## config.mk

```make
export PLATFORM = sky130hd
export DESIGN_NAME = mod_arith_unit_flat
export DESIGN_NICKNAME = d
export VERILOG_FILES = /design/src/rtl/ecc_pkg.sv /design/src/rtl/mod_arith_unit_if.sv /design/src/rtl/mod_cond_sub.sv /design/src/rtl/mod_arith_unit.sv /design/src/flat_wrapper.sv
export SDC_FILE = /design/constraint.sdc
export NUM_CORES = 1
export LEC_CHECK = 0
export BUFFER_PORTS_ARGS = -buffer_cell sky130_fd_sc_hd__buf_2
export CAP_MARGIN = 20
export CORE_MARGIN = 2
export CORE_UTILIZATION = 42
export CTS_CLUSTER_SIZE = 40
export DETAILED_ROUTE_END_ITERATION = 8
export PLACE_DENSITY_LB_ADDON = 0.05
export SLEW_MARGIN = 15
export SYNTH_ARGS = -nofsm -noshare
export SYNTH_HDL_FRONTEND = slang
export SYNTH_SLANG_ARGS = --single-unit
export TNS_END_PERCENT = 20
```

## constraint.sdc

```tcl
create_clock -name clk -period 13.9 [get_ports clk]
set_input_delay 0.695 -clock clk [delete_from_list [all_inputs] [get_ports clk]]
set_output_delay 0.695 -clock clk [all_outputs]
set_load 0.01 [all_outputs]
```

## src/rtl/ecc_pkg.sv

```systemverilog
// ecc_pkg: definitions shared across the ECC datapath blocks.
//   WIDTH      default operand / modulus width in bits
//   OP_*       field-operation encoding driven by the point-arithmetic control
//   state_t    mod_arith_unit sequencer states
// This package has no ports.
package ecc_pkg;

    localparam int WIDTH = 32;

    localparam logic [1:0] OP_ADD = 2'd0;
    localparam logic [1:0] OP_SUB = 2'd1;
    localparam logic [1:0] OP_MUL = 2'd2;
    localparam logic [1:0] OP_RSV = 2'd3;

    typedef enum logic [1:0] {
        ST_IDLE   = 2'd0,
        ST_ADDSUB = 2'd1,
        ST_MUL    = 2'd2,
        ST_DONE   = 2'd3
    } state_t;

endpackage

```

## src/rtl/mod_arith_unit_if.sv

```systemverilog
// mod_arith_unit_if: request/response bundle between the point-arithmetic
// control (master) and the modular arithmetic unit (slave).
//   start/op/a/b/prime   request, driven by the master
//   busy/done/result/err response, driven by the slave
interface mod_arith_unit_if #(
    parameter int WIDTH = ecc_pkg::WIDTH
);
    logic             start;
    logic [1:0]       op;
    logic [WIDTH-1:0] a;
    logic [WIDTH-1:0] b;
    logic [WIDTH-1:0] prime;
    logic             busy;
    logic             done;
    logic [WIDTH-1:0] result;
    logic             err;

    modport master (
        output start, op, a, b, prime,
        input  busy, done, result, err
    );

    modport slave (
        input  start, op, a, b, prime,
        output busy, done, result, err
    );
endinterface

```

## src/rtl/mod_cond_sub.sv

```systemverilog
// mod_cond_sub: single conditional subtract, val mod p for val < 2p.
//   val  in  WIDTH+1  value to reduce
//   p    in  WIDTH    modulus
//   res  out WIDTH    reduced value in [0, p-1]
module mod_cond_sub #(
    parameter int WIDTH = ecc_pkg::WIDTH
) (
    input  logic [WIDTH:0]   val,
    input  logic [WIDTH-1:0] p,
    output logic [WIDTH-1:0] res
);
    logic [WIDTH-1:0] diff;

    // When val >= p, val - p < p < 2^WIDTH, so the low WIDTH bits are exact.
    assign diff = val[WIDTH-1:0] - p;
    assign res  = (val >= {1'b0, p}) ? diff : val[WIDTH-1:0];
endmodule

```

## src/rtl/mod_arith_unit.sv

```systemverilog
// mod_arith_unit: GF(p) add, subtract and MSB-first interleaved multiply.
//   clk   rising-edge clock
//   rst   synchronous active-high reset, aborts any operation in flight
//   bus   mod_arith_unit_if.slave: start/op/a/b/prime in,
//         busy/done/result/err out
// Optional build macro MOD_OPERAND_CHECK_EN: flags a>=p or b>=p on accept,
// returning result=0 with err=1 two cycles later. Without it err is tied 0.
module mod_arith_unit
    import ecc_pkg::*;
#(
    parameter int WIDTH = ecc_pkg::WIDTH
) (
    input  logic              clk,
    input  logic              rst,
    mod_arith_unit_if.slave   bus
);
    localparam int CNT_W = $clog2(WIDTH);

    state_t           state;
    logic [1:0]       op_r;
    logic [WIDTH-1:0] a_r;
    logic [WIDTH-1:0] b_r;
    logic [WIDTH-1:0] p_r;
    logic [WIDTH-1:0] acc_r;
    logic [CNT_W-1:0] cnt_r;
    logic [WIDTH-1:0] result_r;
    logic             busy_r;
    logic             done_r;

    logic [WIDTH:0]   add_sum;
    logic [WIDTH-1:0] add_red;
    logic [WIDTH:0]   sub_diff;
    logic [WIDTH-1:0] sub_res;
    logic [WIDTH-1:0] addsub_res;
    logic [WIDTH:0]   dbl_in;
    logic [WIDTH-1:0] dbl_red;
    logic [WIDTH:0]   madd_in;
    logic [WIDTH-1:0] madd_red;
    logic [WIDTH-1:0] acc_next;

    assign add_sum  = {1'b0, a_r} + {1'b0, b_r};
    assign sub_diff = {1'b0, a_r} - {1'b0, b_r};
    // Borrow out of the WIDTH+1-bit difference means a<b; adding p wraps back in range.
    assign sub_res  = sub_diff[WIDTH] ? (sub_diff[WIDTH-1:0] + p_r) : sub_diff[WIDTH-1:0];

    mod_cond_sub #(.WIDTH(WIDTH)) u_add_red (.val(add_sum), .p(p_r), .res(add_red));

    // Multiply step: r = 2r mod p, then r = r + a mod p when the current b bit is set.
    assign dbl_in  = {acc_r, 1'b0};
    mod_cond_sub #(.WIDTH(WIDTH)) u_dbl_red (.val(dbl_in), .p(p_r), .res(dbl_red));

    assign madd_in = {1'b0, dbl_red} + {1'b0, a_r};
    mod_cond_sub #(.WIDTH(WIDTH)) u_madd_red (.val(madd_in), .p(p_r), .res(madd_red));

    assign acc_next = b_r[cnt_r] ? madd_red : dbl_red;

`ifdef MOD_OPERAND_CHECK_EN
    logic bad_r;
    logic err_r;
    logic out_of_range;

    assign out_of_range = (bus.a >= bus.prime) || (bus.b >= bus.prime);
    assign bus.err      = err_r;
`else
    assign bus.err = 1'b0;
`endif

    always_comb begin
        addsub_res = '0;
        case (op_r)
            OP_ADD:  addsub_res = add_red;
            OP_SUB:  addsub_res = sub_res;
            default: addsub_res = '0;
        endcase
`ifdef MOD_OPERAND_CHECK_EN
        if (bad_r) addsub_res = '0;
`endif
    end

    always_ff @(posedge clk) begin
        if (rst) begin
            state    <= ST_IDLE;
            op_r     <= '0;
            a_r      <= '0;
            b_r      <= '0;
            p_r      <= '0;
            acc_r    <= '0;
            cnt_r    <= '0;
            result_r <= '0;
            busy_r   <= 1'b0;
            done_r   <= 1'b0;
`ifdef MOD_OPERAND_CHECK_EN
            bad_r    <= 1'b0;
            err_r    <= 1'b0;
`endif
        end else begin
            case (state)
                ST_IDLE: begin
                    done_r <= 1'b0;
                    if (bus.start) begin
                        op_r   <= bus.op;
                        a_r    <= bus.a;
                        b_r    <= bus.b;
                        p_r    <= bus.prime;
                        acc_r  <= '0;
                        cnt_r  <= CNT_W'(WIDTH - 1);
                        busy_r <= 1'b1;
                        state  <= (bus.op == OP_MUL) ? ST_MUL : ST_ADDSUB;
`ifdef MOD_OPERAND_CHECK_EN
                        // Illegal operands skip the multiply and finish via the one-cycle path.
                        bad_r <= out_of_range;
                        if (out_of_range) state <= ST_ADDSUB;
`endif
                    end
                end
                ST_ADDSUB: begin
                    result_r <= addsub_res;
                    done_r   <= 1'b1;
                    state    <= ST_DONE;
`ifdef MOD_OPERAND_CHECK_EN
                    err_r    <= bad_r;
`endif
                end
                ST_MUL: begin
                    acc_r <= acc_next;
                    if (cnt_r == '0) begin
                        result_r <= acc_next;
                        done_r   <= 1'b1;
                        state    <= ST_DONE;
`ifdef MOD_OPERAND_CHECK_EN
                        err_r    <= 1'b0;
`endif
                    end else begin
                        cnt_r <= cnt_r - 1'b1;
                    end
                end
                default: begin
                    done_r <= 1'b0;
                    busy_r <= 1'b0;
                    state  <= ST_IDLE;
                end
            endcase
        end
    end

    assign bus.busy   = busy_r;
    assign bus.done   = done_r;
    assign bus.result = result_r;
endmodule

```

## src/flat_wrapper.sv

```systemverilog
// flat-port wrapper written by rule: the top's interface ports become plain ports
module mod_arith_unit_flat import ecc_pkg::*;
#(
    parameter int WIDTH = ecc_pkg::WIDTH
)
  (clk, rst, bus_start, bus_op, bus_a, bus_b, bus_prime, bus_busy, bus_done, bus_result, bus_err);
  mod_arith_unit_if #(.WIDTH(WIDTH)) bus_i ();
  input  logic clk;
  input  logic rst;
  input wire logic [$bits(bus_i.start)-1:0] bus_start;
  input wire logic [$bits(bus_i.op)-1:0] bus_op;
  input wire logic [$bits(bus_i.a)-1:0] bus_a;
  input wire logic [$bits(bus_i.b)-1:0] bus_b;
  input wire logic [$bits(bus_i.prime)-1:0] bus_prime;
  output wire logic [$bits(bus_i.busy)-1:0] bus_busy;
  output wire logic [$bits(bus_i.done)-1:0] bus_done;
  output wire logic [$bits(bus_i.result)-1:0] bus_result;
  output wire logic [$bits(bus_i.err)-1:0] bus_err;
  assign bus_i.start = bus_start;
  assign bus_i.op = bus_op;
  assign bus_i.a = bus_a;
  assign bus_i.b = bus_b;
  assign bus_i.prime = bus_prime;
  assign bus_busy = bus_i.busy;
  assign bus_done = bus_i.done;
  assign bus_result = bus_i.result;
  assign bus_err = bus_i.err;
  mod_arith_unit #(.WIDTH(WIDTH)) u_core (.clk(clk), .rst(rst), .bus(bus_i));
endmodule
```

==> metrics.md <==
| Metric | Value |
|---|---|
| Slew margin rel. | `0.2736` |
| Total I/O pin count | `136` |
| Worst hold slack | `0.4082 ns` |
| Layout cells sized above 1 | `0.09983` |
| Core Rows | `81` |
| Total grt overflow | `0` |
| Cells after Synth | `2869` |
| Post-Synth XOR/XNOR Area | `0.07420` |
| Clock root buffer | `clkbuf_16` |
| Routed WL | `82940 µm` |
| DRC Markers | `0` |
| Worst path arrival time | `9.77 ns` |
| Ys async rst share | `0` |
| # nets final | `3248` |
| Clock transition at path regs | `0.10 ns` |
| CP startpoint kind | `flip-flop` |
| Yosys reg bits | `171` |
| Final setup viols | `0` |
| Clock Path Buffers | `2` |
| Setup TNS | `0 ns` |
| # Post-CTS Setup Buffers | `0` |
| CP Buf/Inv Count | `3` |
| Vias per cell | `6.111` |
| Most frequent cells in the layout | `nand2_1, a21oi_1, ha_1, nor2_1, dfxtp_1` |
| Max Slew Vio Count | `0` |
| Floorplan Core Area | `0.04865 mm²` |
| Final critical-path required period | `9.427 ns` |
| Drt first pass iters | `6` |
| Synth area leaders | `dfxtp_1, ha_1, a21oi_1, nand2_1, xnor2_1` |
| Largest area contributor in the netlist | `dfxtp_1` |
| Avg WL per Cell | `23.38 µm` |
| DIE HEIGHT | `225.5 µm` |
| Delay-heaviest family, CP | `compound AO/OA/AOI/OAI gates` |
| Core Util, Final | `0.4579` |
| Mean post-synth cell area | `7.183 µm²` |
| Worst-Margin Slew | `1.062 ns` |
| Max-cap violations | `0` |
| Top cell type's share of synthesized area | `0.1661` |
| Synth Flop Type | `dfxtp_1` |
| GPL Wtd Cong | `0.9694` |
| Non-Filler Cell Area, Final | `0.02227 mm²` |
| Post-CTS resize count | `0` |
| WS Path Type | `reg2reg` |
| Initial antenna violation count | `2` |
| CP Max Fanout | `26` |
| Distinct cells, synth | `97` |
| Kind of end point of the critical path | `flip-flop` |
| PortBufs | `134` |
| H-tree depth | `4` |
| HPWL after DPL | `66830 µm` |
| Most common cell after layout, fill and taps aside | `nand2_1` |
| Routed Antenna Nets | `0` |
| DIE WIDTH | `225.5 µm` |
| Post-synthesis mux area share | `0.04451` |
| RSZ-0062 raised after global routing | `no` |
| Clock latency on the worst-skew pair | `0.52 ns` |
| First-pass GRT wire length | `123200 µm` |
| Maximum clock frequency | `106.1 MHz` |
| CTS sink count | `171` |
| Initial Utilization | `0.4236` |
| Mapped Nets | `3205` |
| CTS tree | `done` |
| Cts hold-fix bufs | `0` |
| Largest family of logic cells by synthesized area | `compound AO/OA/AOI/OAI gates` |
| Critical path's largest stage delay | `0.58 ns` |
| Placed inst area | `0.02169 mm²` |
| Seq/Total Area, Yosys | `0.1661` |
| Vias in the first global route | `20350` |
| Final hold violation count | `0` |
| Die area | `0.05085 mm²` |
| Complex-gate fraction of the synthesized area | `0.2976` |
| Hold Path Class | `in2reg` |
| Cell mode on critical path | `nor2_1` |
| Worst Skew | `0.02647 ns` |
| Post-synth EDFFs | `0` |
| CP required | `14.24 ns` |
| Largest net degree at the start of global routing | `110` |
| Diodes inserted | `0` |
| Post-Synth Simple-Gate Area | `0.2133` |
| Status | `complete, no violations` |
| Synth Area in Adders | `0.1452` |
| Vias | `21680` |
| Highest-delay cell along the critical path | `or4_1` |
| Post-route clock period utilization | `0.6782` |
| Syn. warnings | `0` |
| DR iter-0 viols | `1882` |
| Total track usage | `0.3243` |
| Synth-to-Final Area Change | `8.088%` |
| Syn Std Cell Area | `0.02061 mm²` |
| CTS Buf Count | `17` |
[synthesized netlist by cell type (28+ instances only)]
cell and number:
o21ai_0 142, mux2_2 35, a21o_1 85, nand3_1 55, nor2_1 227, ha_1 228
nor2b_1 28, xor2_1 49, a211oi_1 48, a31oi_1 37, nor3_1 67, dfxtp_1 171
nand4_1 35, a21oi_1 328, xnor2_1 123, nand2_1 415, clkbuf_1 94, o21a_1 28
inv_1 162, o21bai_1 32
[final timing paths]
path	startpoint	to	slack (ns)	cells past startpoint
worst max-delay path	u_core.p_r[1]	u_core.acc_r[11]	4.47	33
worst min-delay path	bus_prime[3]	u_core.p_r[3]	0.41	3
worst max register to register	u_core.p_r[1]	u_core.acc_r[11]	4.47	33
worst min register to register	u_core.bus.done	u_core.bus.done	0.46	2
[metal layers]
metal	GRT usage	vias up	routed length (µm)
met2	0.4944	831	35360
met1	0.4630	10270	38770
met4	0.1126	0	2579
met3	0.04785	114	6226
li1	-	10460	-
met5	0	-	0
[metrics by stage]
stage	std cells	worst slack (ns)
floorplan	2869	6.553
global placement	3515	4.783
detailed placement	3515	4.594
CTS	3547	4.541
global route	3547	3.908
finish	3547	4.473
[cell type report]
type / instances / area, µm²
flip-flops and latches: 171 / 3423
clock buffers: 18 / 439.2
inverters: 163 / 611.8
clock inverters: 14 / 146.4
well taps: 622 / 778.2
repair buffers: 160 / 872.1
fillers: 5109 / 26370
multi-input cells: 2399 / 16000
[worst min-delay path: stages]
cell and delay, ns:
buf_2 0.10, nand2_1 0.04, a21oi_1 0.05
[registers in the layout (all words and copies together) (netlist names)]
signal	count
u_core.state	2
u_core.b_r	32
u_core.bus.result	32
u_core.bus.done	1
u_core.cnt_r	5
u_core.a_r	32
u_core.acc_r	32
u_core.op_r	2
u_core.p_r	32
u_core.bus.busy	1
[kinds of logic after synthesis]
kind of cell,Yosys count
AND/OR/NAND/NOR,970
AO/OA/AOI/OAI,946
buffers and inverters,299
adder cells (fa/ha/maj),235
XOR/XNOR,173
flip-flops,171
multiplexers,74
other,1
Power is left out: the tool's default activity adds up to more than one toggle a clock period on the data nets, which glitch-free logic cannot reach.
